==> src/rtl/multicycle_ctrl_pkg.sv <==
// Shared definitions for the multicycle controller: state encodings, opcodes,
// ALU-control classes and the decoded control bundle.
package multicycle_ctrl_pkg;

    typedef enum logic [3:0] {
        S_FETCH  = 4'd0,
        S_DECODE = 4'd1,
        S_MEMADR = 4'd2,
        S_MEMRD  = 4'd3,
        S_MEMWB  = 4'd4,
        S_MEMWR  = 4'd5,
        S_EXEC   = 4'd6,
        S_RCOMP  = 4'd7,
        S_BRANCH = 4'd8,
        S_JUMP   = 4'd9
    } state_t;

    localparam logic [5:0] OP_RTYPE = 6'b000000;
    localparam logic [5:0] OP_LW    = 6'b100011;
    localparam logic [5:0] OP_SW    = 6'b101011;
    localparam logic [5:0] OP_BEQ   = 6'b000100;
    localparam logic [5:0] OP_J     = 6'b000010;

    localparam logic [1:0] ALUOP_ADD   = 2'b00;
    localparam logic [1:0] ALUOP_SUB   = 2'b01;
    localparam logic [1:0] ALUOP_FUNCT = 2'b10;

    localparam logic [1:0] SRCB_B      = 2'b00;
    localparam logic [1:0] SRCB_FOUR   = 2'b01;
    localparam logic [1:0] SRCB_IMM    = 2'b10;
    localparam logic [1:0] SRCB_IMMSH2 = 2'b11;

    localparam logic [1:0] PCSRC_ALU    = 2'b00;
    localparam logic [1:0] PCSRC_ALUOUT = 2'b01;
    localparam logic [1:0] PCSRC_JUMP   = 2'b10;

    typedef struct packed {
        logic [1:0] alu_op;
        logic       alu_src_a;
        logic [1:0] alu_src_b;
        logic       pc_write;
        logic       pc_write_cond;
        logic       ir_write;
        logic       mem_read;
        logic       mem_write;
        logic       reg_write;
        logic       iord;
        logic       mem_to_reg;
        logic       reg_dst;
        logic [1:0] pc_source;
    } ctrl_t;

    function automatic logic is_legal_op(input logic [5:0] op);
        return (op == OP_RTYPE) || (op == OP_LW) || (op == OP_SW) ||
               (op == OP_BEQ) || (op == OP_J);
    endfunction

endpackage

==> src/rtl/ctrl_decode.sv <==
// Moore output decode: maps the current state to the raw control bundle.
// FETCH strobes are qualified with memReady by the parent.
module ctrl_decode
    import multicycle_ctrl_pkg::*;
(
    input  state_t state,
    output ctrl_t  ctrl
);

    always_comb begin
        ctrl = '0;
        case (state)
            S_FETCH: begin
                ctrl.mem_read  = 1'b1;
                ctrl.alu_src_b = SRCB_FOUR;
                ctrl.alu_op    = ALUOP_ADD;
                ctrl.pc_source = PCSRC_ALU;
                ctrl.ir_write  = 1'b1;
                ctrl.pc_write  = 1'b1;
            end
            S_DECODE: begin
                ctrl.alu_src_b = SRCB_IMMSH2;
                ctrl.alu_op    = ALUOP_ADD;
            end
            S_MEMADR: begin
                ctrl.alu_src_a = 1'b1;
                ctrl.alu_src_b = SRCB_IMM;
                ctrl.alu_op    = ALUOP_ADD;
            end
            S_MEMRD: begin
                ctrl.mem_read = 1'b1;
                ctrl.iord     = 1'b1;
            end
            S_MEMWR: begin
                ctrl.mem_write = 1'b1;
                ctrl.iord      = 1'b1;
            end
            S_MEMWB: begin
                ctrl.reg_write  = 1'b1;
                ctrl.mem_to_reg = 1'b1;
            end
            S_EXEC: begin
                ctrl.alu_src_a = 1'b1;
                ctrl.alu_src_b = SRCB_B;
                ctrl.alu_op    = ALUOP_FUNCT;
            end
            S_RCOMP: begin
                ctrl.reg_write = 1'b1;
                ctrl.reg_dst   = 1'b1;
            end
            S_BRANCH: begin
                ctrl.alu_src_a     = 1'b1;
                ctrl.alu_src_b     = SRCB_B;
                ctrl.alu_op        = ALUOP_SUB;
                ctrl.pc_write_cond = 1'b1;
                ctrl.pc_source     = PCSRC_ALUOUT;
            end
            S_JUMP: begin
                ctrl.pc_write  = 1'b1;
                ctrl.pc_source = PCSRC_JUMP;
            end
            default: ctrl = '0;
        endcase
    end

endmodule

==> src/rtl/multicycle_ctrl.sv <==
// Multicycle MIPS-style control unit: sequencing FSM, latched opcode,
// retired-instruction counter and reset-gated datapath strobes.
module multicycle_ctrl
    import multicycle_ctrl_pkg::*;
#(
    parameter int CNT_W = 16
) (
    input  logic             clk,
    input  logic             reset,
    input  logic [5:0]       opCode,
    input  logic             memReady,
    output logic [1:0]       aluOp,
    output logic             aluSrcA,
    output logic [1:0]       aluSrcB,
    output logic             pcWrite,
    output logic             pcWriteCond,
    output logic             irWrite,
    output logic             memRead,
    output logic             memWrite,
    output logic             regWrite,
    output logic             iorD,
    output logic             memtoReg,
    output logic             regDst,
    output logic [1:0]       pcSource,
    output logic             illegalOp,
    output logic [3:0]       state,
    output logic [CNT_W-1:0] retired
);

    state_t           state_reg;
    logic [5:0]       opcode_reg;
    logic [CNT_W-1:0] retired_reg;
    ctrl_t            ctrl;
    logic             in_fetch;

    always_ff @(posedge clk or posedge reset) begin
        if (reset) begin
            state_reg   <= S_FETCH;
            opcode_reg  <= '0;
            retired_reg <= '0;
        end else begin
            case (state_reg)
                S_FETCH: begin
                    if (memReady) state_reg <= S_DECODE;
                end
                S_DECODE: begin
                    opcode_reg <= opCode;
                    case (opCode)
                        OP_RTYPE:    state_reg <= S_EXEC;
                        OP_LW, OP_SW: state_reg <= S_MEMADR;
                        OP_BEQ:      state_reg <= S_BRANCH;
                        OP_J:        state_reg <= S_JUMP;
                        default:     state_reg <= S_FETCH;
                    endcase
                end
                S_MEMADR: begin
                    if (opcode_reg == OP_LW)      state_reg <= S_MEMRD;
                    else if (opcode_reg == OP_SW) state_reg <= S_MEMWR;
                    else                          state_reg <= S_FETCH;
                end
                S_MEMRD: begin
                    if (memReady) state_reg <= S_MEMWB;
                end
                S_MEMWR: begin
                    if (memReady) begin
                        state_reg   <= S_FETCH;
                        retired_reg <= retired_reg + CNT_W'(1);
                    end
                end
                S_EXEC: state_reg <= S_RCOMP;
                S_MEMWB, S_RCOMP, S_BRANCH, S_JUMP: begin
                    state_reg   <= S_FETCH;
                    retired_reg <= retired_reg + CNT_W'(1);
                end
                default: state_reg <= S_FETCH;
            endcase
        end
    end

    ctrl_decode u_decode (
        .state (state_reg),
        .ctrl  (ctrl)
    );

    assign in_fetch = (state_reg == S_FETCH);

    // In FETCH the IR/PC load only when the memory read actually completes.
    assign irWrite     = ctrl.ir_write & memReady & ~reset;
    assign pcWrite     = ctrl.pc_write & (~in_fetch | memReady) & ~reset;
    assign pcWriteCond = ctrl.pc_write_cond & ~reset;
    assign memWrite    = ctrl.mem_write & ~reset;
    assign regWrite    = ctrl.reg_write & ~reset;
    assign illegalOp   = (state_reg == S_DECODE) & ~is_legal_op(opCode) & ~reset;

    assign aluOp    = ctrl.alu_op;
    assign aluSrcA  = ctrl.alu_src_a;
    assign aluSrcB  = ctrl.alu_src_b;
    assign memRead  = ctrl.mem_read;
    assign iorD     = ctrl.iord;
    assign memtoReg = ctrl.mem_to_reg;
    assign regDst   = ctrl.reg_dst;
    assign pcSource = ctrl.pc_source;
    assign state    = state_reg;
    assign retired  = retired_reg;

endmodule

==> config.mk <==
export PLATFORM = sky130hd
export DESIGN_NAME = multicycle_ctrl
export DESIGN_NICKNAME = d
export VERILOG_FILES = /design/src/rtl/multicycle_ctrl_pkg.sv /design/src/rtl/ctrl_decode.sv /design/src/rtl/multicycle_ctrl.sv
export SDC_FILE = /design/constraint.sdc
export NUM_CORES = 1
export LEC_CHECK = 0
export ABC_AREA = 1
export BUFFER_PORTS_ARGS = -buffer_cell sky130_fd_sc_hd__clkbuf_2
export CAP_MARGIN = 20
export CORE_MARGIN = 3
export CORE_UTILIZATION = 31
export DETAILED_ROUTE_END_ITERATION = 12
export SYNTH_ARGS = -nofsm -noshare
export SYNTH_HDL_FRONTEND = slang
export SYNTH_SLANG_ARGS = --single-unit
==> constraint.sdc <==
create_clock -name clk -period 2.9 [get_ports clk]
set_input_delay 0.145 -clock clk [delete_from_list [all_inputs] [get_ports clk]]
set_output_delay 0.145 -clock clk [all_outputs]
set_load 0.05 [all_outputs]
### Word-level counts from Yosys, hierarchy flattened

Index checks and enable logic that the tools add are counted.

| word-level totals | value |
|---|---|
| bits in read-only memories | 0 |
| input port bits | 9 |
| memories kept | 0 |
| RAM bits | 0 |
| bits in registers | 26 |
| latch bits | 0 |

| cells by class | value |
|---|---|
| $mul | 0 |
| equality and inequality tests | 18 |
| shift-type cells | 0 |
| reduce and logical (&&, ||, !) cells | 16 |
| add/sub/neg operators | 1 |
| multiplexer cells | 22 |
| div/mod/pow operators | 0 |
| magnitude comparators | 0 |
| bitwise operators | 13 |

Operators by type and width:

| cell | count |
|---|---|
| 16-bit one-hot mux with 2 select lines | 1 |
| 6-bit == test, second input constant | 4 |
| 4-bit one-hot mux with 6 select lines | 1 |
| 16-bit by 1-bit adder with 16-bit output, second input constant | 1 |
| 4-bit by 3-bit == test with 1-bit output, second input constant | 4 |
| 16-bit two-way mux | 1 |
| 4-bit one-hot mux with 4 select lines | 1 |
| 4-bit two-way mux | 3 |
| 1-bit two-way mux | 10 |
| 2-bit OR reduction | 5 |
| 1-bit AND | 9 |
| 4-bit by 2-bit == test with 1-bit output, second input constant | 2 |
| 4-bit == test, second input constant | 2 |
| 2-bit one-hot mux with 2 select lines | 2 |
| 6-bit by 2-bit == test with 1-bit output, second input constant | 1 |
| 6-bit by 3-bit == test with 1-bit output, second input constant | 1 |
| 6-bit zero test | 1 |
| 3-bit two-way mux | 2 |
| 2-bit inequality test, second input constant | 3 |
| 2-bit one-hot mux with 3 select lines | 1 |
| 4-bit by 1-bit == test with 1-bit output, second input constant | 1 |
| 4-bit zero test | 1 |
| 1-bit logical OR | 4 |
| 4-bit OR reduction | 1 |
| other kinds (6) | 8 |

### Logic depth before layout (Yosys ltp)

| logic depth | value |
|---|---|
| word-level depth | 8 |
| gate-level depth with buffers | 9 |
| depth with buffers taken out | 9 |

### By module

A second synthesis with hierarchy kept.

| second synthesis, totals | value |
|---|---|
| cell total of the unflattened synthesis | 282 |
| area total of the unflattened synthesis | 1853.0 sq um |

Modules (own cells, without submodules):

| module | area an instance (sq um) | times used | cells each | sequential area each (sq um) |
|---|---|---|---|---|
| multicycle_ctrl | 1686.6 | 1 | 241 | 650.6 |
| ctrl_decode | 166.4 | 1 | 41 | 0.0 |

### Worst setup path after synthesis

Ideal clock, no wire load.

| timing | value |
|---|---|
| path kind | register to output |
| start | reg state_reg[3] (netlist: state[3]) |
| end | out pcWriteCond |
| buffers on the path | 0 |
| path slack | 0.298 ns |
| cell stages (with the launch flop) | 7 |
| data required time | 2.755 ns |
| data arrival time | 2.457 ns |
| path through | dfrtp_1 > inv_2 > nor2_2 > inv_1 > nor2_1 > inv_1 > nor2_1 |

| on the way | value |
|---|---|
| cells in the longest elaborated chain, start to end | 3 |

RTL lines:

| element | line | RTL |
|---|---|---|
| from (decl) | multicycle_ctrl.sv:30 | `state_t state_reg;` |
| from (signal assigned) | multicycle_ctrl.sv:38 | `state_reg <= S_FETCH;` |
| from (signal assigned) | multicycle_ctrl.sv:44 | `if (memReady) state_reg <= S_DECODE;` |
| from (signal assigned) | multicycle_ctrl.sv:49 | `OP_RTYPE: state_reg <= S_EXEC;` |
| 4-bit == test | ctrl_decode.sv:12 | `case (state)` |
| 1-bit two-way mux | ctrl_decode.sv:12 |  |
| 1-bit AND | multicycle_ctrl.sv:90 | `assign pcWriteCond = ctrl.pc_write_cond & ~reset;` |
| to (decl) | multicycle_ctrl.sv:16 | `output logic pcWriteCond,` |

No other way between the ends.

### Worst setup path after layout

| timing | value |
|---|---|
| start | reg state_reg[1] (netlist: state[1]) |
| end | out illegalOp |

| on the way | value |
|---|---|
| cells in the longest elaborated chain, start to end | 3 |

RTL lines:

| element | line | RTL |
|---|---|---|
| 4-bit by 1-bit == test with 1-bit output | multicycle_ctrl.sv:93 | `assign illegalOp = (state_reg == S_DECODE) & ~is_legal_op(opCode) & ~reset;` |
| 1-bit AND (2 in series) | multicycle_ctrl.sv:93 |  |
| to (decl) | multicycle_ctrl.sv:25 | `output logic illegalOp,` |

No other way between the ends.

==> results by group <==
Outcome
  • Status: finished, violations left
  • Violated checks: hold timing

Synthesis
  • Post-synth top area share: 0.3812
  • Register area share after synthesis: 0.3812
  • Syn avg cell area: 6.693 um2
  • Netlist cell types: 20
  • FF+latch count, synth: 26
  • Net Count, Synth: 265
  • Post-Syn Instances: 255
  • Mapped cell area: 1707 um2
  • Synth area leader: dfrtp_1
  • YS warnings: 0
  • Top cells by area, synth: dfrtp_1 (38%), nand2_1 (18%), nor2_1 (9.7%)

Critical path
  • Worst-path maximum fanout: 10
  • Worst Setup SP: state[1]$_DFFE_PP0P_
  • CP Capture Type: output port
  • Reg2Reg Launch Point: retired[0]$_DFFE_PP0P_
  • Worst R2R End: retired[8]$_DFFE_PP0P_
  • Data arrival, critical path: 1.80 ns
  • FF-to-FF path depth: 7
  • Startpoint types: flip-flop
  • R2R Setup Slk: 1.37 ns
  • CP Class: reg -> out
  • CP required: 2.76 ns
  • CP endpoint: illegalOp

Final layout
  • Area Overhead vs Synth: 21.11%
  • Layout cell share with drive strength beyond 1: 0.2336
  • Multi-input gate area: 900.9 um2
  • Ant diodes: 0
  • FF+latch area: 650.6 um2
  • Design area: 2067 um2
  • Largest register FFs: 16
  • Fill count: 583
  • Fin nets: 315
  • Non-Filler Instances: 374
  • Util after Layout: 0.3971

Global routing
  • Antenna violations before repair: 0
  • Grt ovf: 0
  • Gr usage total: 0.1308
  • Largest net degree at the start of global routing: 29
  • Vias in the first global route: 1,506
  • First-pass GRT wire length: 6858 um

Drt
  • Vias: 1,680
  • Avg WL per Cell: 10.99 um
  • DRT iter0 DRCs: 49
  • Antenna Nets Post-Route: 0
  • Drt pass-1 iters: 4
  • Total detailed-routing wirelength: 4112 um
  • Drt via density: 4.492
  • Drt drc: 0

Clocking
  • CTS Hold Buffers Added: 0
  • Setup bufs post-CTS: 0
  • Post-CTS sizing: 0
  • Root Buffer: clkbuf_8
  • Clock sink count: 26
  • Clk pin slew, worst setup/hold paths: 0.10 ns
  • Worst-Skew Late Latency: 0.27 ns
  • H-Tree Depth: 1
  • CTS tree: built
  • TritonCTS Buffers: 3
  • Worst-case clock buffer depth: 2

Floorplanning
  • Chip height: 80.20 um
  • Die Wd: 80.20 um
  • Initial Util: 0.3279
  • Core ar.: 5205 um2
  • Die area: 6431 um2
  • FP Rows: 26
  • Ports: 46

STA
  • Worst Skew: 0.009117 ns
  • Final Hold Viols: 20
  • Slew headroom: 0.7434
  • Fmax: 513.9 MHz
  • Endpoints failing setup: 0
  • RSZ-0062 raised after global routing: no
  • TNS Setup: 0 ns
  • Min Hold Slack: -0.01285 ns
  • Fin crit share: 0.6711
  • Crit path time final: 1.946 ns
  • Worst slew pin tran: 0.3835 ns
  • Slew Viols, Final: 0
  • Final setup margin: 0.9539 ns

Place
  • Port Buffers: 45
  • Area post-placement: 2012 um2
  • Gpl congestion: 0.8204
  • Pre-CTS setup slack: 1.240 ns
  • Post-detail-place hpwl: 3286 um
  • Placed Cells: 370

Power and ir drop
  • Total power: 1.804 mW
  • Pwr Density: 872.8 nW/um2
  • Leakage power: 1.068 nW
  • Max VDD drop: 0.0003725 V

Hold path
  • Worst min-delay path category: in -> async

Flow run
  • Number of max-cap violations: 0
report_power, final:
part | total, mW | switching, mW | internal, mW
Combinational | 0.939 | 0.716 | 0.223
Sequential | 0.622 | 0.137 | 0.485
Clock | 0.243 | 0.121 | 0.121
Total | 1.80 | 0.975 | 0.829
placed cells by master (no fill, tap or decap):
cell type,count
nand2_4,1
nand2_8,1
nand2_2,5
buf_4,1
inv_1,32
nor3_1,3
clkbuf_2,45
inv_6,1
inv_2,3
nor2_2,2
nor2_1,44
nand4_1,6
nand3_1,13
dfrtp_1,26
o21ai_0,16
nor2_4,2
nand2_1,83
xor2_1,5
clkbuf_8,4
a21oi_1,4
ha_1,1
o21ai_2,6
synthesized netlist by cell type:
cell / n
nand2_8: 1
buf_8: 1
inv_1: 32
o21ai_0: 16
xor2_1: 5
nand4_1: 6
o21ai_2: 6
dfrtp_1: 26
inv_2: 3
nand2_2: 5
nand2_1: 83
nand3_1: 13
nor2_2: 2
nor2_4: 2
nand2_4: 1
inv_6: 1
nor2_1: 44
ha_1: 1
nor3_1: 3
a21oi_1: 4
worst min path at each step:
| stage | from | endpoint | slack (ns) | depth (start not counted) |
|---|---|---|---|---|
| floorplan | reset | opcode_reg[0]$_DFFE_PP0P_ | 0.21 | 1 |
| global placement | reset | state[1]$_DFFE_PP0P_ | 0.29 | 3 |
| detailed placement | reset | state[3]$_DFFE_PP0P_ | 0.30 | 3 |
| CTS | reset | retired[0]$_DFFE_PP0P_ | 0.003 | 3 |
| global route | reset | retired[0]$_DFFE_PP0P_ | 0.04 | 3 |
| finish | reset | retired[13]$_DFFE_PP0P_ | -0.01 | 3 |
cell families (layout without fill, tap and decap cells):
kind of cell    count (synthesis)  after routing  synth area share
simple gates                  160            160            0.4054
buf+inv                        37             86           0.09091
compound gates                 26             26           0.08944
flops                          26             26            0.3812
xor+xnor                        5              5           0.02566
fa+ha+maj                       1              1          0.007330
cell type report:
| class | count | share of cell area |
|---|---|---|
| inverter | 36 | 0.06780 |
| multi-input combinational | 192 | 0.4358 |
| sequential | 26 | 0.3148 |
| tap | 70 | 0.04237 |
| clock buffer | 4 | 0.02663 |
| timing repair buffer | 46 | 0.1126 |
worst max-delay path: stages, from the launching register on:
cell and delay (ns):
dfrtp_1 0.45, inv_1 0.11, nand2_2 0.11, nor2_2 0.35, nand4_1 0.13, nor2_1 0.10, clkbuf_2 0.28
per-layer routing:
metal	vias to the layer above	routed length, um	share of wire	track usage
li1	887	-	-	-
met1	764	1923	0.47	0.1810
met2	27	2023	0.49	0.2219
met3	2	135	0.033	0.01233
met4	0	31	0.0075	0.02534
met5	-	0	0	0
Power figures use the tool's default switching activity.
